**src/rtl/systolic_pkg.sv**
```systemverilog
// Shared types and helpers for the systolic-array drain path.
package systolic_pkg;

    localparam int DATA_WIDTH_DEF    = 16;
    localparam int SYSTOLIC_SIZE_DEF = 16;

    typedef enum logic [2:0] {
        IDLE,
        DRAIN,
        CLEAR,
        SEND,
        DONE
    } state_t;

    // Index width for n entries; never narrower than one bit.
    function automatic int cnt_width(input int n);
        return (n > 1) ? $clog2(n) : 1;
    endfunction

    // ReLU on one element: a negative value is forced to zero only when enabled.
    function automatic logic relu_zero(input logic sign, input logic en);
        return sign & en;
    endfunction

endpackage

```
**src/rtl/ofm_column_buffer.sv**
```systemverilog
// Holds one drained tile: one entry per array column, each entry a full row-packed column.
// Write lands on the next clock edge; read is combinational. There is no flow control.
// Contents are not reset, because every entry is rewritten before it is read.
module ofm_column_buffer
    import systolic_pkg::*;
#(
    parameter  int DEPTH = SYSTOLIC_SIZE_DEF,
    parameter  int WIDTH = SYSTOLIC_SIZE_DEF * DATA_WIDTH_DEF,
    localparam int AW    = cnt_width(DEPTH)
) (
    input  logic             clk,
    input  logic             wr_en,
    input  logic [AW-1:0]    wr_addr,
    input  logic [WIDTH-1:0] wr_data,
    input  logic [AW-1:0]    rd_addr,
    output logic [WIDTH-1:0] rd_data
);

    logic [WIDTH-1:0] mem_q [DEPTH];

    always_ff @(posedge clk) begin
        if (wr_en) begin
            mem_q[wr_addr] <= wr_data;
        end
    end

    assign rd_data = mem_q[rd_addr];

endmodule

```
**src/rtl/ofm_collector.sv**
```systemverilog
// Drains one tile from the systolic array, applies optional ReLU, clears the PEs, then streams the columns out.
// Latency: the first out_valid comes S+3 cycles after start. Best-case tile time is 2S+4 cycles.
// Backpressure: out_ready low stalls the current beat and holds it stable. A start that arrives while busy is dropped.
module ofm_collector
    import systolic_pkg::*;
#(
    parameter  int DATA_WIDTH    = DATA_WIDTH_DEF,
    parameter  int SYSTOLIC_SIZE = SYSTOLIC_SIZE_DEF,
    localparam int CNT_W         = cnt_width(SYSTOLIC_SIZE)
) (
    input  logic                                clk,
    input  logic                                rst,
    input  logic                                start,
    input  logic                                relu_en,
    output logic                                write_out_en,
    output logic                                reset_pe,
    input  logic [SYSTOLIC_SIZE*DATA_WIDTH-1:0] ofm_in,
    output logic                                out_valid,
    input  logic                                out_ready,
    output logic [SYSTOLIC_SIZE*DATA_WIDTH-1:0] out_data,
    output logic [CNT_W-1:0]                    out_col_idx,
    output logic                                out_last,
    output logic                                busy,
    output logic                                done
);

    localparam int               ROW_W    = SYSTOLIC_SIZE * DATA_WIDTH;
    localparam logic [CNT_W-1:0] LAST_IDX = CNT_W'(SYSTOLIC_SIZE - 1);

    state_t           state_q, state_d;
    logic [CNT_W-1:0] sh_cnt_q, sh_cnt_d;
    logic [CNT_W-1:0] cap_cnt_q, cap_cnt_d;
    logic [CNT_W-1:0] rd_cnt_q, rd_cnt_d;
    logic             shift_on_q, shift_on_d;
    logic             cap_en_q, cap_en_d;
    logic             relu_q, relu_d;

    logic [ROW_W-1:0] cap_dat;
    logic [ROW_W-1:0] rd_dat;
    logic             buf_wr_en;

    always_ff @(posedge clk) begin
        if (rst) begin
            state_q    <= IDLE;
            sh_cnt_q   <= '0;
            cap_cnt_q  <= '0;
            rd_cnt_q   <= '0;
            shift_on_q <= 1'b0;
            cap_en_q   <= 1'b0;
            relu_q     <= 1'b0;
        end else begin
            state_q    <= state_d;
            sh_cnt_q   <= sh_cnt_d;
            cap_cnt_q  <= cap_cnt_d;
            rd_cnt_q   <= rd_cnt_d;
            shift_on_q <= shift_on_d;
            cap_en_q   <= cap_en_d;
            relu_q     <= relu_d;
        end
    end

    // The array output is registered, so each column arrives one cycle after its shift pulse.
    always_comb begin
        state_d    = state_q;
        sh_cnt_d   = sh_cnt_q;
        cap_cnt_d  = cap_cnt_q;
        rd_cnt_d   = rd_cnt_q;
        shift_on_d = shift_on_q;
        relu_d     = relu_q;
        cap_en_d   = write_out_en;

        case (state_q)
            IDLE: begin
                if (start) begin
                    state_d    = DRAIN;
                    relu_d     = relu_en;
                    sh_cnt_d   = '0;
                    cap_cnt_d  = '0;
                    rd_cnt_d   = '0;
                    shift_on_d = 1'b1;
                end
            end
            DRAIN: begin
                if (shift_on_q) begin
                    if (sh_cnt_q == LAST_IDX) begin
                        shift_on_d = 1'b0;
                    end else begin
                        sh_cnt_d = sh_cnt_q + CNT_W'(1);
                    end
                end
                if (cap_en_q) begin
                    if (cap_cnt_q == LAST_IDX) begin
                        state_d = CLEAR;
                    end else begin
                        cap_cnt_d = cap_cnt_q + CNT_W'(1);
                    end
                end
            end
            CLEAR: begin
                state_d  = SEND;
                rd_cnt_d = '0;
            end
            SEND: begin
                if (out_ready) begin
                    if (rd_cnt_q == LAST_IDX) begin
                        state_d = DONE;
                    end else begin
                        rd_cnt_d = rd_cnt_q + CNT_W'(1);
                    end
                end
            end
            DONE: begin
                state_d = IDLE;
            end
            default: begin
                state_d = IDLE;
            end
        endcase
    end

    always_comb begin
        write_out_en = (state_q == DRAIN) && shift_on_q;
        reset_pe     = (state_q == CLEAR);
        out_valid    = (state_q == SEND);
        out_data     = out_valid ? rd_dat : '0;
        out_col_idx  = out_valid ? rd_cnt_q : '0;
        out_last     = out_valid && (rd_cnt_q == LAST_IDX);
        busy         = (state_q != IDLE);
        done         = (state_q == DONE);
        buf_wr_en    = (state_q == DRAIN) && cap_en_q;
    end

    always_comb begin
        cap_dat = '0;
        for (int r = 0; r < SYSTOLIC_SIZE; r++) begin
            cap_dat[r*DATA_WIDTH +: DATA_WIDTH] =
                relu_zero(ofm_in[r*DATA_WIDTH + DATA_WIDTH - 1], relu_q) ?
                '0 : ofm_in[r*DATA_WIDTH +: DATA_WIDTH];
        end
    end

    ofm_column_buffer #(
        .DEPTH (SYSTOLIC_SIZE),
        .WIDTH (ROW_W)
    ) u_buf (
        .clk     (clk),
        .wr_en   (buf_wr_en),
        .wr_addr (cap_cnt_q),
        .wr_data (cap_dat),
        .rd_addr (rd_cnt_q),
        .rd_data (rd_dat)
    );

endmodule

```
**config.mk**
```make
export PLATFORM = sky130hd
export DESIGN_NAME = ofm_collector
export DESIGN_NICKNAME = d
export VERILOG_FILES = /design/src/rtl/systolic_pkg.sv /design/src/rtl/ofm_column_buffer.sv /design/src/rtl/ofm_collector.sv
export SDC_FILE = /design/constraint.sdc
export NUM_CORES = 2
export LEC_CHECK = 0
export BUFFER_PORTS_ARGS = -buffer_cell sky130_fd_sc_hd__buf_2
export CORE_MARGIN = 2
export CORE_UTILIZATION = 30
export DETAILED_ROUTE_END_ITERATION = 8
export GPL_ROUTABILITY_DRIVEN = 0
export PLACE_DENSITY_LB_ADDON = 0.15
export SYNTH_ARGS = -nofsm -noshare
export SYNTH_HDL_FRONTEND = slang
export SYNTH_SLANG_ARGS = --single-unit
```
**constraint.sdc**
```tcl
create_clock -name clk -period 19.83 [get_ports clk]
set_input_delay 3.966 -clock clk [delete_from_list [all_inputs] [get_ports clk]]
set_output_delay 3.966 -clock clk [all_outputs]
set_load 0.01 [all_outputs]
```
==> summary.md <==
| Metric | Value |
|---|---|
| Outcome | `complete, no violations` |
| Worst Path Arrival | `6.20 ns` |
| Final WL | `448500 um` |
| Ys flop type | `edfxtp_1` |
| Initial Utilization | `30.11%` |
| Pint | `14.34 mW` |
| Clock skew | `0.07004 ns` |
| Filler Cell Count | `47842` |
| First-pass GRT wire length | `624300 um` |
| Highest Clock Rate | `0.09835 GHz` |
| CTS tree | `yes` |
| Cell total after placement | `13929` |
| Cell taking the most area after synthesis | `edfxtp_1` |
| Post-synth ARST share | `0%` |
| Req. time, crit path | `15.86 ns` |
| HPWL after detailed placement | `231800 um` |
| Share of cells above drive strength 1 | `30.10%` |
| Grt met1 use | `22.02%` |
| Die W | `724.4 um` |
| Initial antenna violation count | `72` |
| Clk pwr share | `44.6%` |
| Post-Syn Nets | `6957` |
| DRC | `0` |
| Num CTS Buffers | `447` |
| Startpoint types | `register` |
| Iteration-0 DRC Markers | `6568` |
| DR vias/cell | `4.986` |
| Worst skew pair latency | `1.00 ns` |
| Total chip power | `18.12 mW` |
| Resized cells post-CTS | `0` |
| Critical setup path kind | `reg -> out` |
| Area of the multi-input gates | `30460 um2` |
| R2R cell count | `7` |
| Placed instance area | `166800 um2` |
| Root buf cell | `clkbuf_16` |
| Synth area leaders | `edfxtp_1, mux4_2, a22oi_1` |
| Register area | `123500 um2` |
| Worst Path Max Fanout | `65` |
| Proportion of netlist area held by the largest area contributor | `79.01%` |
| Gr busiest metal | `met2` |
| Fin nets | `7729` |
| Max transition margin | `26.04%` |
| Power per Cell Area | `100.1 nW/um2` |
| Register area share after synthesis | `79.29%` |
| CP Capture Type | `primary output` |
| All-layer global routing usage | `16.74%` |
| Endpoints failing hold | `0` |
| DR vias | `73680` |
| Post-layout util | `35.02%` |
| Worst VDD drop | `0.07912 mV` |
| Syn avg cell area | `23.27 um2` |
| Post-synth EDFFs | `4096` |
| Die H | `724.4 um` |
| WHS Path Cells | `2` |
| Switching power | `3.787 mW` |
| Fin crit share | `51.27%` |
| Routed Antenna Nets | `0` |
| CTS Buffer Depth | `4` |
| # hold bufs at CTS | `0` |
| DR pass1 iterations | `5` |
| Synthesized area | `155700 um2` |
| Final setup fails | `0` |
| Net Sw Frac | `20.90%` |
| Met3 Resource Use GR | `2.566%` |
| Htree depth | `5` |
| Synth warnings | `0` |
| Routed length per placed instance | `30.35 um` |
| Comb pwr share | `2.2%` |
| Cells after Synth | `6690` |
| Most frequent cells in the layout | `edfxtp_1, mux4_2, buf_2, a22oi_1, clkbuf_16` |
| CTS clk-pin slew, worst paths | `0.06 ns` |
| Worst Max-Slew Pin Slew | `1.109 ns` |
| Pins Over Slew Limit | `0` |
| Die area | `524700 um2` |
| Reg power frac | `53.1%` |
| Synth cell types | `48` |
| Area growth syn-to-layout | `16.28%` |
| Pleak | `55.58 nW` |
| Min cycle time layout | `10.17 ns` |
| IO buf count | `526` |
| Row cnt | `264` |
| Post-synthesis register bit count | `4118` |
| Vias in the first global route | `77927` |
| HP Class | `reg -> reg` |
| Unrepaired setup endpoints after global routing | `no` |
| Core area | `516900 um2` |
| GRT overflow | `0` |
| Final TNS setup | `0 ns` |
| Ports | `527` |
| Max-cap violations | `0` |
| Commonest non-fill, non-tap cell in the layout | `edfxtp_1` |
| Post-CTS Repair Setup Buffers | `0` |
| M2 GR Usage | `29.32%` |
| Largest net degree at the start of global routing | `97` |
| Clock sink count | `4118` |
| Cell area after layout | `181000 um2` |
| Final Non-Filler Cells | `14777` |
-- per-layer routing --
metal,up-vias,wire (um),share of wire [%]
li1,30196,-,-
met1,40955,188700,42
met5,-,204,0.045
met4,34,9721,2.2
met2,1850,229000,51
met3,645,20850,4.6
-- layout make-up --
cell class	instances	share of cell area, %
clock buffer	550	6.428
clock inverter	273	1.393
multi-input combinational	2194	16.83
timing repair buffer	692	2.316
tap	6916	4.781
inverter	9	0.01866
sequential	4118	68.20
antenna	25	0.03456
-- power by group through the flow --
stage               Sequential, mW  Combinational (mW)  Clock, mW
CTS                           9.63               0.417       8.31
finish                        9.63               0.401       8.09
global route                  9.63               0.447       8.62
detailed placement            9.82               0.416          0
floorplan                     9.81               0.233          0
global placement              9.82               0.400          0
-- cell families (layout without fill, tap and decap cells) --
logic type	Yosys count	after routing	synth area share [%]
simple gates	615	615	1.985
mux	1027	1027	14.83
compound gates	546	546	2.622
buf+inv	378	1524	1.225
fa+ha+maj	6	6	0.04822
flops	4118	4118	79.29
other cells	0	25	0
-- final timing paths --
path	slack (ns)	start	endpoint
max	9.66	register	out_data[111]
min	0.49	sh_cnt_q[0]	sh_cnt_q[0]
max reg2reg	14.44	state_q[2]	u_buf.mem_q[7][79]
min reg2reg	0.49	sh_cnt_q[0]	sh_cnt_q[0]
-- registers in the layout, indices dropped and copies added (netlist names), named ones only --
| name | count |
|---|---|
| shift_on_q | 1 |
| u_buf.mem_q | 4096 |
| sh_cnt_q | 4 |
| rd_cnt_q | 4 |
| cap_cnt_q | 4 |
| cap_en_q | 1 |
| state_q | 3 |
| relu_q | 1 |
-- synth_stat cells, drive strengths merged (5+ instances only) --
| cell | count |
|---|---|
| a21oi | 8 |
| nor3b | 5 |
| and2 | 244 |
| dfxtp | 22 |
| nor2b | 17 |
| mux4 | 1023 |
| inv | 9 |
| buf | 238 |
| o21ai | 7 |
| a22oi | 510 |
| nand2 | 286 |
| edfxtp | 4096 |
| nor2 | 24 |
| nor3 | 10 |
| nand3 | 8 |
| clkbuf | 131 |
| ha | 6 |
-- per-stage QoR --
stage               worst slack [ns]  hold WS, ns
detailed placement             10.49       0.4850
global route                   9.297       0.5386
CTS                            9.359       0.4922
finish                         9.662       0.4942
floorplan                     0.2449       0.4572
global placement               10.54       0.4726
-- critical path, stage by stage, from the launching register on --
cell and delay (ns):
dfxtp_4 0.90, buf_4 0.84, buf_4 0.82, buf_4 0.93, mux4_2 0.42, a22oi_1 0.47
nand2_1 0.28, buf_2 0.23
Power figures use the tool's default switching activity.
